[src/rtl/seg7_pkg.sv]
// Shared constants for the two-digit 7-segment scan driver: scan state
// encoding and active-high segment patterns on gfedcba.
package seg7_pkg;

   localparam logic [1:0] ST_SHOW_U = 2'd0;
   localparam logic [1:0] ST_GAP_U  = 2'd1;
   localparam logic [1:0] ST_SHOW_T = 2'd2;
   localparam logic [1:0] ST_GAP_T  = 2'd3;

   localparam logic [6:0] SEG_0     = 7'h3F;
   localparam logic [6:0] SEG_1     = 7'h06;
   localparam logic [6:0] SEG_2     = 7'h5B;
   localparam logic [6:0] SEG_3     = 7'h4F;
   localparam logic [6:0] SEG_4     = 7'h66;
   localparam logic [6:0] SEG_5     = 7'h6D;
   localparam logic [6:0] SEG_6     = 7'h7D;
   localparam logic [6:0] SEG_7     = 7'h07;
   localparam logic [6:0] SEG_8     = 7'h7F;
   localparam logic [6:0] SEG_9     = 7'h6F;
   localparam logic [6:0] SEG_DASH  = 7'h40;
   localparam logic [6:0] SEG_BLANK = 7'h00;

endpackage

[src/rtl/module_seg7_decoder.sv]
// Combinational BCD nibble to active-high segment pattern; codes above 9
// render as a dash, and blank overrides everything.
module module_seg7_decoder
   import seg7_pkg::*;
(
   input  logic [3:0] nibble_i,
   input  logic       blank_i,
   output logic [6:0] seg_o
);

   always_comb begin
      seg_o = SEG_DASH;
      if (blank_i) begin
         seg_o = SEG_BLANK;
      end else begin
         case (nibble_i)
            4'd0:    seg_o = SEG_0;
            4'd1:    seg_o = SEG_1;
            4'd2:    seg_o = SEG_2;
            4'd3:    seg_o = SEG_3;
            4'd4:    seg_o = SEG_4;
            4'd5:    seg_o = SEG_5;
            4'd6:    seg_o = SEG_6;
            4'd7:    seg_o = SEG_7;
            4'd8:    seg_o = SEG_8;
            4'd9:    seg_o = SEG_9;
            default: seg_o = SEG_DASH;
         endcase
      end
   end

endmodule

[src/rtl/module_seg7_mux_driver.sv]
// Two-digit multiplexed 7-segment driver: scans units then tens with an
// all-anodes-off guard gap after each digit, latching bcd_i once per frame.
module module_seg7_mux_driver
   import seg7_pkg::*;
#(
   parameter int unsigned REFRESH_CYCLES = 27000,
   parameter int unsigned BLANK_CYCLES   = 16,
   parameter logic        SEG_ACTIVE_LOW = 1'b1,
   parameter logic        AN_ACTIVE_LOW  = 1'b1,
   parameter logic        LZ_BLANK       = 1'b1
)(
   input  logic       clk_i,
   input  logic       rst_i,
   input  logic [7:0] bcd_i,
   output logic [6:0] seg_o,
   output logic [1:0] an_o,
   output logic       frame_o
);

   localparam int unsigned MAX_DWELL = (REFRESH_CYCLES > BLANK_CYCLES) ? REFRESH_CYCLES : BLANK_CYCLES;
   localparam int unsigned CNT_W     = (MAX_DWELL > 1) ? $clog2(MAX_DWELL) : 1;
   localparam logic [CNT_W-1:0] SHOW_LAST = CNT_W'(REFRESH_CYCLES - 1);
   localparam logic [CNT_W-1:0] GAP_LAST  = CNT_W'(BLANK_CYCLES - 1);

   logic [1:0]       state_q, state_d;
   logic [CNT_W-1:0] cnt_q, cnt_d;
   logic [7:0]       frame_q, frame_d;
   logic [6:0]       seg_q, seg_d;
   logic [1:0]       an_q, an_d;
   logic             framePulse_q;

   logic             isShow;
   logic             dwellDone;
   logic             latchNow;
   logic [3:0]       digitNibble;
   logic             digitBlank;
   logic [6:0]       digitSeg;

   assign isShow    = (state_q == ST_SHOW_U) || (state_q == ST_SHOW_T);
   assign dwellDone = isShow ? (cnt_q == SHOW_LAST) : (cnt_q == GAP_LAST);
   assign latchNow  = (state_q == ST_GAP_T) && dwellDone;

   always_comb begin
      state_d = state_q;
      cnt_d   = cnt_q + 1'b1;
      frame_d = latchNow ? bcd_i : frame_q;
      if (dwellDone) begin
         cnt_d = '0;
         case (state_q)
            ST_SHOW_U: state_d = ST_GAP_U;
            ST_GAP_U:  state_d = ST_SHOW_T;
            ST_SHOW_T: state_d = ST_GAP_T;
            default:   state_d = ST_SHOW_U;
         endcase
      end
   end

   // An invalid tens nibble is nonzero, so it can never hit the leading-zero blank.
   assign digitNibble = (state_q == ST_SHOW_T) ? frame_q[7:4] : frame_q[3:0];
   assign digitBlank  = !isShow ||
                        ((state_q == ST_SHOW_T) && LZ_BLANK && (frame_q[7:4] == 4'd0));

   module_seg7_decoder uDecoder (
      .nibble_i (digitNibble),
      .blank_i  (digitBlank),
      .seg_o    (digitSeg)
   );

   always_comb begin
      seg_d = digitSeg;
      case (state_q)
         ST_SHOW_U: an_d = 2'b01;
         ST_SHOW_T: an_d = 2'b10;
         default:   an_d = 2'b00;
      endcase
   end

   always_ff @(posedge clk_i) begin
      if (rst_i) begin
         state_q      <= ST_GAP_T;
         cnt_q        <= GAP_LAST;
         frame_q      <= 8'h00;
         seg_q        <= SEG_BLANK;
         an_q         <= 2'b00;
         framePulse_q <= 1'b0;
      end else begin
         state_q      <= state_d;
         cnt_q        <= cnt_d;
         frame_q      <= frame_d;
         seg_q        <= seg_d;
         an_q         <= an_d;
         framePulse_q <= latchNow;
      end
   end

   assign seg_o   = seg_q ^ {7{SEG_ACTIVE_LOW}};
   assign an_o    = an_q ^ {2{AN_ACTIVE_LOW}};
   assign frame_o = framePulse_q;

endmodule

[config.mk]
export PLATFORM = sky130hd
export DESIGN_NAME = module_seg7_mux_driver
export DESIGN_NICKNAME = d
export VERILOG_FILES = /design/src/rtl/seg7_pkg.sv /design/src/rtl/module_seg7_decoder.sv /design/src/rtl/module_seg7_mux_driver.sv
export SDC_FILE = /design/constraint.sdc
export NUM_CORES = 1
export LEC_CHECK = 0
export BUFFER_PORTS_ARGS = -buffer_cell sky130_fd_sc_hd__buf_2
export CAP_MARGIN = 20
export CORE_ASPECT_RATIO = 0.9
export CORE_MARGIN = 2
export CORE_UTILIZATION = 50
export CTS_CLUSTER_DIAMETER = 200
export CTS_CLUSTER_SIZE = 25
export DETAILED_ROUTE_END_ITERATION = 6
export GPL_TIMING_DRIVEN = 0
export PLACE_DENSITY = 0.7
export SYNTH_ARGS = -nofsm -noshare
export SYNTH_HDL_FRONTEND = slang
export SYNTH_SLANG_ARGS = --single-unit
[constraint.sdc]
create_clock -name clk_i -period 2.66 [get_ports clk_i]
set_input_delay 0.266 -clock clk_i [delete_from_list [all_inputs] [get_ports clk_i]]
set_output_delay 0.266 -clock clk_i [all_outputs]
set_load 0.01 [all_outputs]
Yosys cells after proc, flatten, opt, wreduce, memory -nomap -nowiden
Memory sizes are Yosys's and may differ from the RTL's. A register that Yosys moved wholly into a read port is not among the register bits.
Cells that the tools add are included.
- add/sub/neg operators: 1
- equal/unequal tests: 5
- multiplexer cells: 5
- bitwise logic cells: 2
- reductions and logical operators: 9
- operators by type and width (kind ; number):
    $add A15 B1 Y15 const B ; 1
    $eq A15 B15 Y1 const B ; 1
    $eq A15 B4 Y1 const B ; 1
    $mux W4 ; 2
    $not A7 Y7 ; 1
    $pmux W2 S3 ; 1
    $eq A2 B2 Y1 const B ; 2
    $logic_not A4 Y1 ; 1
    $pmux W2 S2 ; 1
    $reduce_or A2 Y1 ; 2
    $eq A2 B1 Y1 const B ; 1
    $logic_and A1 B1 Y1 ; 2
    $logic_not A2 Y1 ; 1
    $logic_or A1 B1 Y1 ; 2
    $not A2 Y2 ; 1
    $logic_not A1 Y1 ; 1
    $mux W1 ; 1
- flip-flop bits (word level): 28
- ROM bits: 112
- input bits: 10
- output and inout port bits: 10
- logic and storage cells: 29
- memories: 1
- memory list (memory ; depth ; width ; rd ports ; clocked after Yosys merged registers in ; wr ports ; line ; source):
    (no name shown) ; 16 ; 7 ; 1 ; 1 ; 0 ; module_seg7_decoder.sv:16 ; case (nibble_i)

Longest topological paths before layout
- depth after elaboration: 5
- depth in mapped cells: 9
- depth with buffers taken out: 8

Modules after synthesis
From an unflattened synthesis, not the netlist that was laid out.
- cell total of the unflattened synthesis: 206
- area, all modules: 1773.0 µm²
- by module, submodules not included (module ; times used ; cells an instance ; area an instance (µm²) ; sequential area each (µm²)):
    module_seg7_mux_driver ; 1 ; 172 ; 1562.7 ; 700.7
    module_seg7_decoder ; 1 ; 34 ; 210.2 ; 0.0

Worst setup path before layout
Ideal clock, no wire load.
- kind: reg2reg
- from: reg state_q[0]
- to: reg seg_q[5]
- setup time: 0.070 ns
- data arrival time: 1.944 ns
- data required time: 2.590 ns
- setup slack: 0.646 ns
- cell stages (with the launch flop): 9
- path buffers: 1
- clock period less this slack: 2.014 ns
- cell sequence: dfxtp_1 -> inv_1 -> ha_1 -> buf_2 -> mux2i_1 -> inv_1 -> ha_1 -> or3_1 -> a21oi_1
- longest elaborated chain between the ends: 5
- elaborated cells on any way between the ends: 8
- those cells by class: 1 x eq/ne; 1 x mux; 6 x reduce/logical
- RTL lines (what ; line ; source):
    from (decl) ; module_seg7_mux_driver.sv:25 ; logic [1:0] state_q, state_d;
    from (signal assigned) ; module_seg7_mux_driver.sv:87 ; state_q <= state_d;
    $eq A2 B2 Y1 / $logic_not A2 Y1 (equally long branches) ; module_seg7_mux_driver.sv:39, module_seg7_mux_driver.sv:59, module_seg7_mux_driver.sv:61 ;
    $logic_or A1 B1 Y1 ; module_seg7_mux_driver.sv:39 ; assign isShow = (state_q == ST_SHOW_U) || (state_q == ST_SHOW_T);
    $logic_not A1 Y1 ; module_seg7_mux_driver.sv:60 ; assign digitBlank = !isShow ||
    $logic_or A1 B1 Y1 ; module_seg7_mux_driver.sv:60 ;
    $reduce_or A2 Y1 (no line) ; -- ;
    to (decl) ; module_seg7_mux_driver.sv:28 ; logic [6:0] seg_q, seg_d;
Several ways; a longest one is shown, not always the timed one.
A chain may end at the register's enable or synchronous reset.

Worst setup path in the final report
Same ends and word-level chain as after synthesis.

==> reports/qor.yml <==
outcome:
  status: "completed"
logic_synthesis:
  synth_top_family_by_area: "simple AND/OR/NAND/NOR gates"
  yosys_warnings: 0
  synth-xor-area-share_pct: 5.32
  syn-num-nets: 214
  synth_enable_flop_cells: 0
  ys_ff_latch: 35
  syn_area_sq_um: 1810
  synthMuxAreaShare_pct: 9.67
  async_flop_share_pct: 0
  synth_fa_ha_area_share_pct: 7.60
  synth-main-ff-cell: "dfxtp_1"
  synth-compound-area-share_pct: 8.29
  synthSimpleGateAreaFrac_pct: 23.5
  synth_cell_types: 38
  avgSynthCellArea_sq_um: 9.39
  netlist_instances: 193
  yosysSeqAreaShare_pct: 38.7
hold_path:
  hp-class: "primary input to flop"
  min_to: "frame_q[3]$_SDFFE_PP0P_"
  whs_path_depth: 3
  holdCritStartpoint: "bcd_i[3]"
power_and_ir_drop:
  p_leak_nw: 0.821
  p_sw_mw: 0.659
  peakVddDrop_mv: 0.443
  total_power_mw: 1.82
  clockPowerShare_pct: 18.8
  p_sw_share_pct: 36.1
  p_seq_share_pct: 39.1
  p_int_mw: 1.16
  comb_power_share_pct: 42.1
  powerDensity_nw_per_um2: 899
critical_path:
  cp-start-kind: "flop"
  reg2reg_to: "seg_q[5]$_SDFF_PP0_"
  r2r-start: "state_q[0]$_SDFFE_PP1N_"
  cp_max_fo: 9
  r2r_cells: 8
  critPathArrivalTime_ns: 2.59
  critical_path_class: "flop to flop"
  r2r_slack_ns: 0.28
  required_ns: 2.87
  setup.worst_path.end_class: "flop"
layout:
  fin_nets: 239
  final_cell_area_sq_um: 2030
  area_delta_synth_final_pct: 12.0
  n_antenna_cell: 0
  drive_above_1_share_pct: 17.5
  final_cells: 261
sta:
  fin_skew_ns: 0.00452
  setup_viol: 0
  slew_headroom_pct: 51.0
  setup-tns-final_ns: 0
  tightest_slew_ns: 0.715
  slew_viol_final: 0
  rsz0062_at_grt: "no"
  hold_ws_ns: 0.236
  hold_viol: 0
  layout_worst_path_cycle_share_pct: 89.4
  period_minus_slack_ns: 2.38
  max_freq_mhz: 420
clocking:
  clkTransAtPathRegs_ns: 0.06
  htreeDepth: 2
  holdBufCountCts: 0
  cts_tree: "done"
  cts_made_buffers: 5
  clock_path_buffers: 2
  cts-root-buf: "clkbuf_8"
  cts_resized: 0
  insertion_delay_ns: 0.28
  cts_setup_buffers: 0
  cts.sinks: 35
run:
  cap_violations: 0
global_route:
  grt_pass1_wl_um: 5640
  grt_usage_pct: 18.6
  grt_max_degree: 11
  antenna_found_initial: 0
  first_global_vias: 1272
  overflow: 0
route:
  routed_via_density: 5.32
  wl_per_cell_um: 12.4
  drtIter0Drc: 68
  drc: 0
  ant_nets: 0
  drt-total-wl_um: 3240
  dr.pass1.iters: 4
  dr_total_vias: 1388
placement:
  placed_cell_area_sq_um: 1960
  portBuffers: 18
  dpl.hpwl_um: 2410
  globalplace.congestion: 0.875
  dp.cells: 255
floorplan:
  start_util_pct: 52.8
  fp.dieW_um: 67.5
  die-height_um: 61.1
  row_count: 20
  coreArea_sq_um: 3430
  dieArea_sq_um: 4120
  ios: 20
state kept, by name (all words and copies together), names as in the netlist:
signal,flops
an_q,2
cnt_q,15
frame_o,1
frame_q,8
seg_q,7
state_q,2
critical path, stage by stage, from the launching register on:
cell and delay [ns]:
dfxtp_1 0.35, inv_1 0.16, ha_1 0.16, buf_2 0.22, mux2i_1 0.52, inv_1 0.16, ha_1 0.24, or3_1 0.36
a21oi_1 0.14
power groups by stage:
stage | combinational [mW] | clock, mW | sequential, mW
final | 0.767 | 0.343 | 0.714
after global routing | 0.866 | 0.371 | 0.727
after CTS | 0.775 | 0.350 | 0.715
after detailed placement | 0.767 | 0 | 0.725
after global placement | 0.741 | 0 | 0.717
after floorplan | 0.623 | 0 | 0.705
stage by stage:
stage / utilization (%) / setup WS (ns)
detailed placement: 57.1 / 0.318
global route: 59.2 / 0.0716
CTS: 59.2 / 0.286
finish: 59.2 / 0.281
global placement: 57.1 / 0.401
floorplan: - / 0.646
synth_stat cells (all sizes together) (2+ instances only):
cell type | n | share of area, %
or3 | 4 | 1.4
nand2 | 6 | 1.2
mux2i | 13 | 7.2
nor4 | 3 | 1.0
dfxtp | 35 | 39
nor2b | 2 | 0.69
a21oi | 7 | 1.9
nor3 | 14 | 3.9
inv | 14 | 2.9
buf | 5 | 3.2
o21bai | 3 | 1.9
o21ai | 4 | 1.1
a211oi | 2 | 1.1
clkbuf | 4 | 0.83
xor2 | 6 | 2.9
nand4 | 5 | 1.7
mux2 | 4 | 2.5
xnor2 | 5 | 2.4
ha | 11 | 7.6
and4 | 2 | 0.97
nand3 | 4 | 1.1
nand2b | 17 | 5.9
nor2 | 10 | 2.1
and3 | 2 | 0.69
placed cells by master, fill, tap and decap left out, types with 2 or more instances in the layout:
cell | Yosys | routed
dfxtp_1 | 35 | 35
buf_2 | 1 | 19
nand2b_1 | 17 | 17
inv_1 | 14 | 14
nor3_1 | 14 | 14
mux2i_1 | 13 | 13
ha_1 | 11 | 11
nor2_1 | 10 | 10
a21oi_1 | 7 | 7
nand2_1 | 6 | 6
xor2_1 | 6 | 6
clkbuf_1 | 4 | 5
nand4_1 | 5 | 5
xnor2_1 | 5 | 5
clkbuf_8 | 0 | 5
mux2_2 | 4 | 4
or3_1 | 4 | 4
nand3_1 | 4 | 4
o21ai_0 | 4 | 4
buf_6 | 3 | 3
o21bai_2 | 3 | 3
nor4_1 | 3 | 3
and3_1 | 2 | 2
and4_1 | 2 | 2
nor2b_1 | 2 | 2
how the worst max path moves through the flow:
stage / startpoint / to / slack, ns / depth (start not counted)
after detailed placement: state_q[0]$_SDFFE_PP1N_ / seg_q[5]$_SDFF_PP0_ / 0.32 / 8
final: state_q[0]$_SDFFE_PP1N_ / seg_q[5]$_SDFF_PP0_ / 0.28 / 8
after global routing: state_q[0]$_SDFFE_PP1N_ / seg_q[5]$_SDFF_PP0_ / 0.07 / 8
after global placement: state_q[0]$_SDFFE_PP1N_ / seg_q[5]$_SDFF_PP0_ / 0.40 / 8
after CTS: state_q[0]$_SDFFE_PP1N_ / seg_q[5]$_SDFF_PP0_ / 0.29 / 8
after floorplan: state_q[0]$_SDFFE_PP1N_ / seg_q[5]$_SDFF_PP0_ / 0.65 / 8
layout make-up:
cell class	instances	area [sq um]
Fill cell	287	1400
Multi-Input combinational cell	135	985
Sequential cell	35	701
Timing Repair Buffer	18	90.1
Buffer	9	73.8
Clock buffer	6	72.6
Tap cell	44	55.1
Inverter	14	52.6
metal layers:
layer | up-vias | part of all wire (%) | global-route usage (%)
li1 | 709 | - | -
met1 | 639 | 49 | 24.4
met2 | 30 | 44 | 28.6
met3 | 10 | 3.9 | 4.57
met4 | 0 | 2.2 | 9.91
met5 | - | 0 | 0
kinds of logic (layout without fill, tap and decap cells):
kind of cell,after synthesis,after routing
and+or+nand+nor,75,75
DFF,35,35
buffers and inverters,23,47
AOI/OAI and AO/OA,21,21
muxes,17,17
adders and majority gates,11,11
xor gates and xnor gates,11,11
Power figures use the tool's default switching activity.
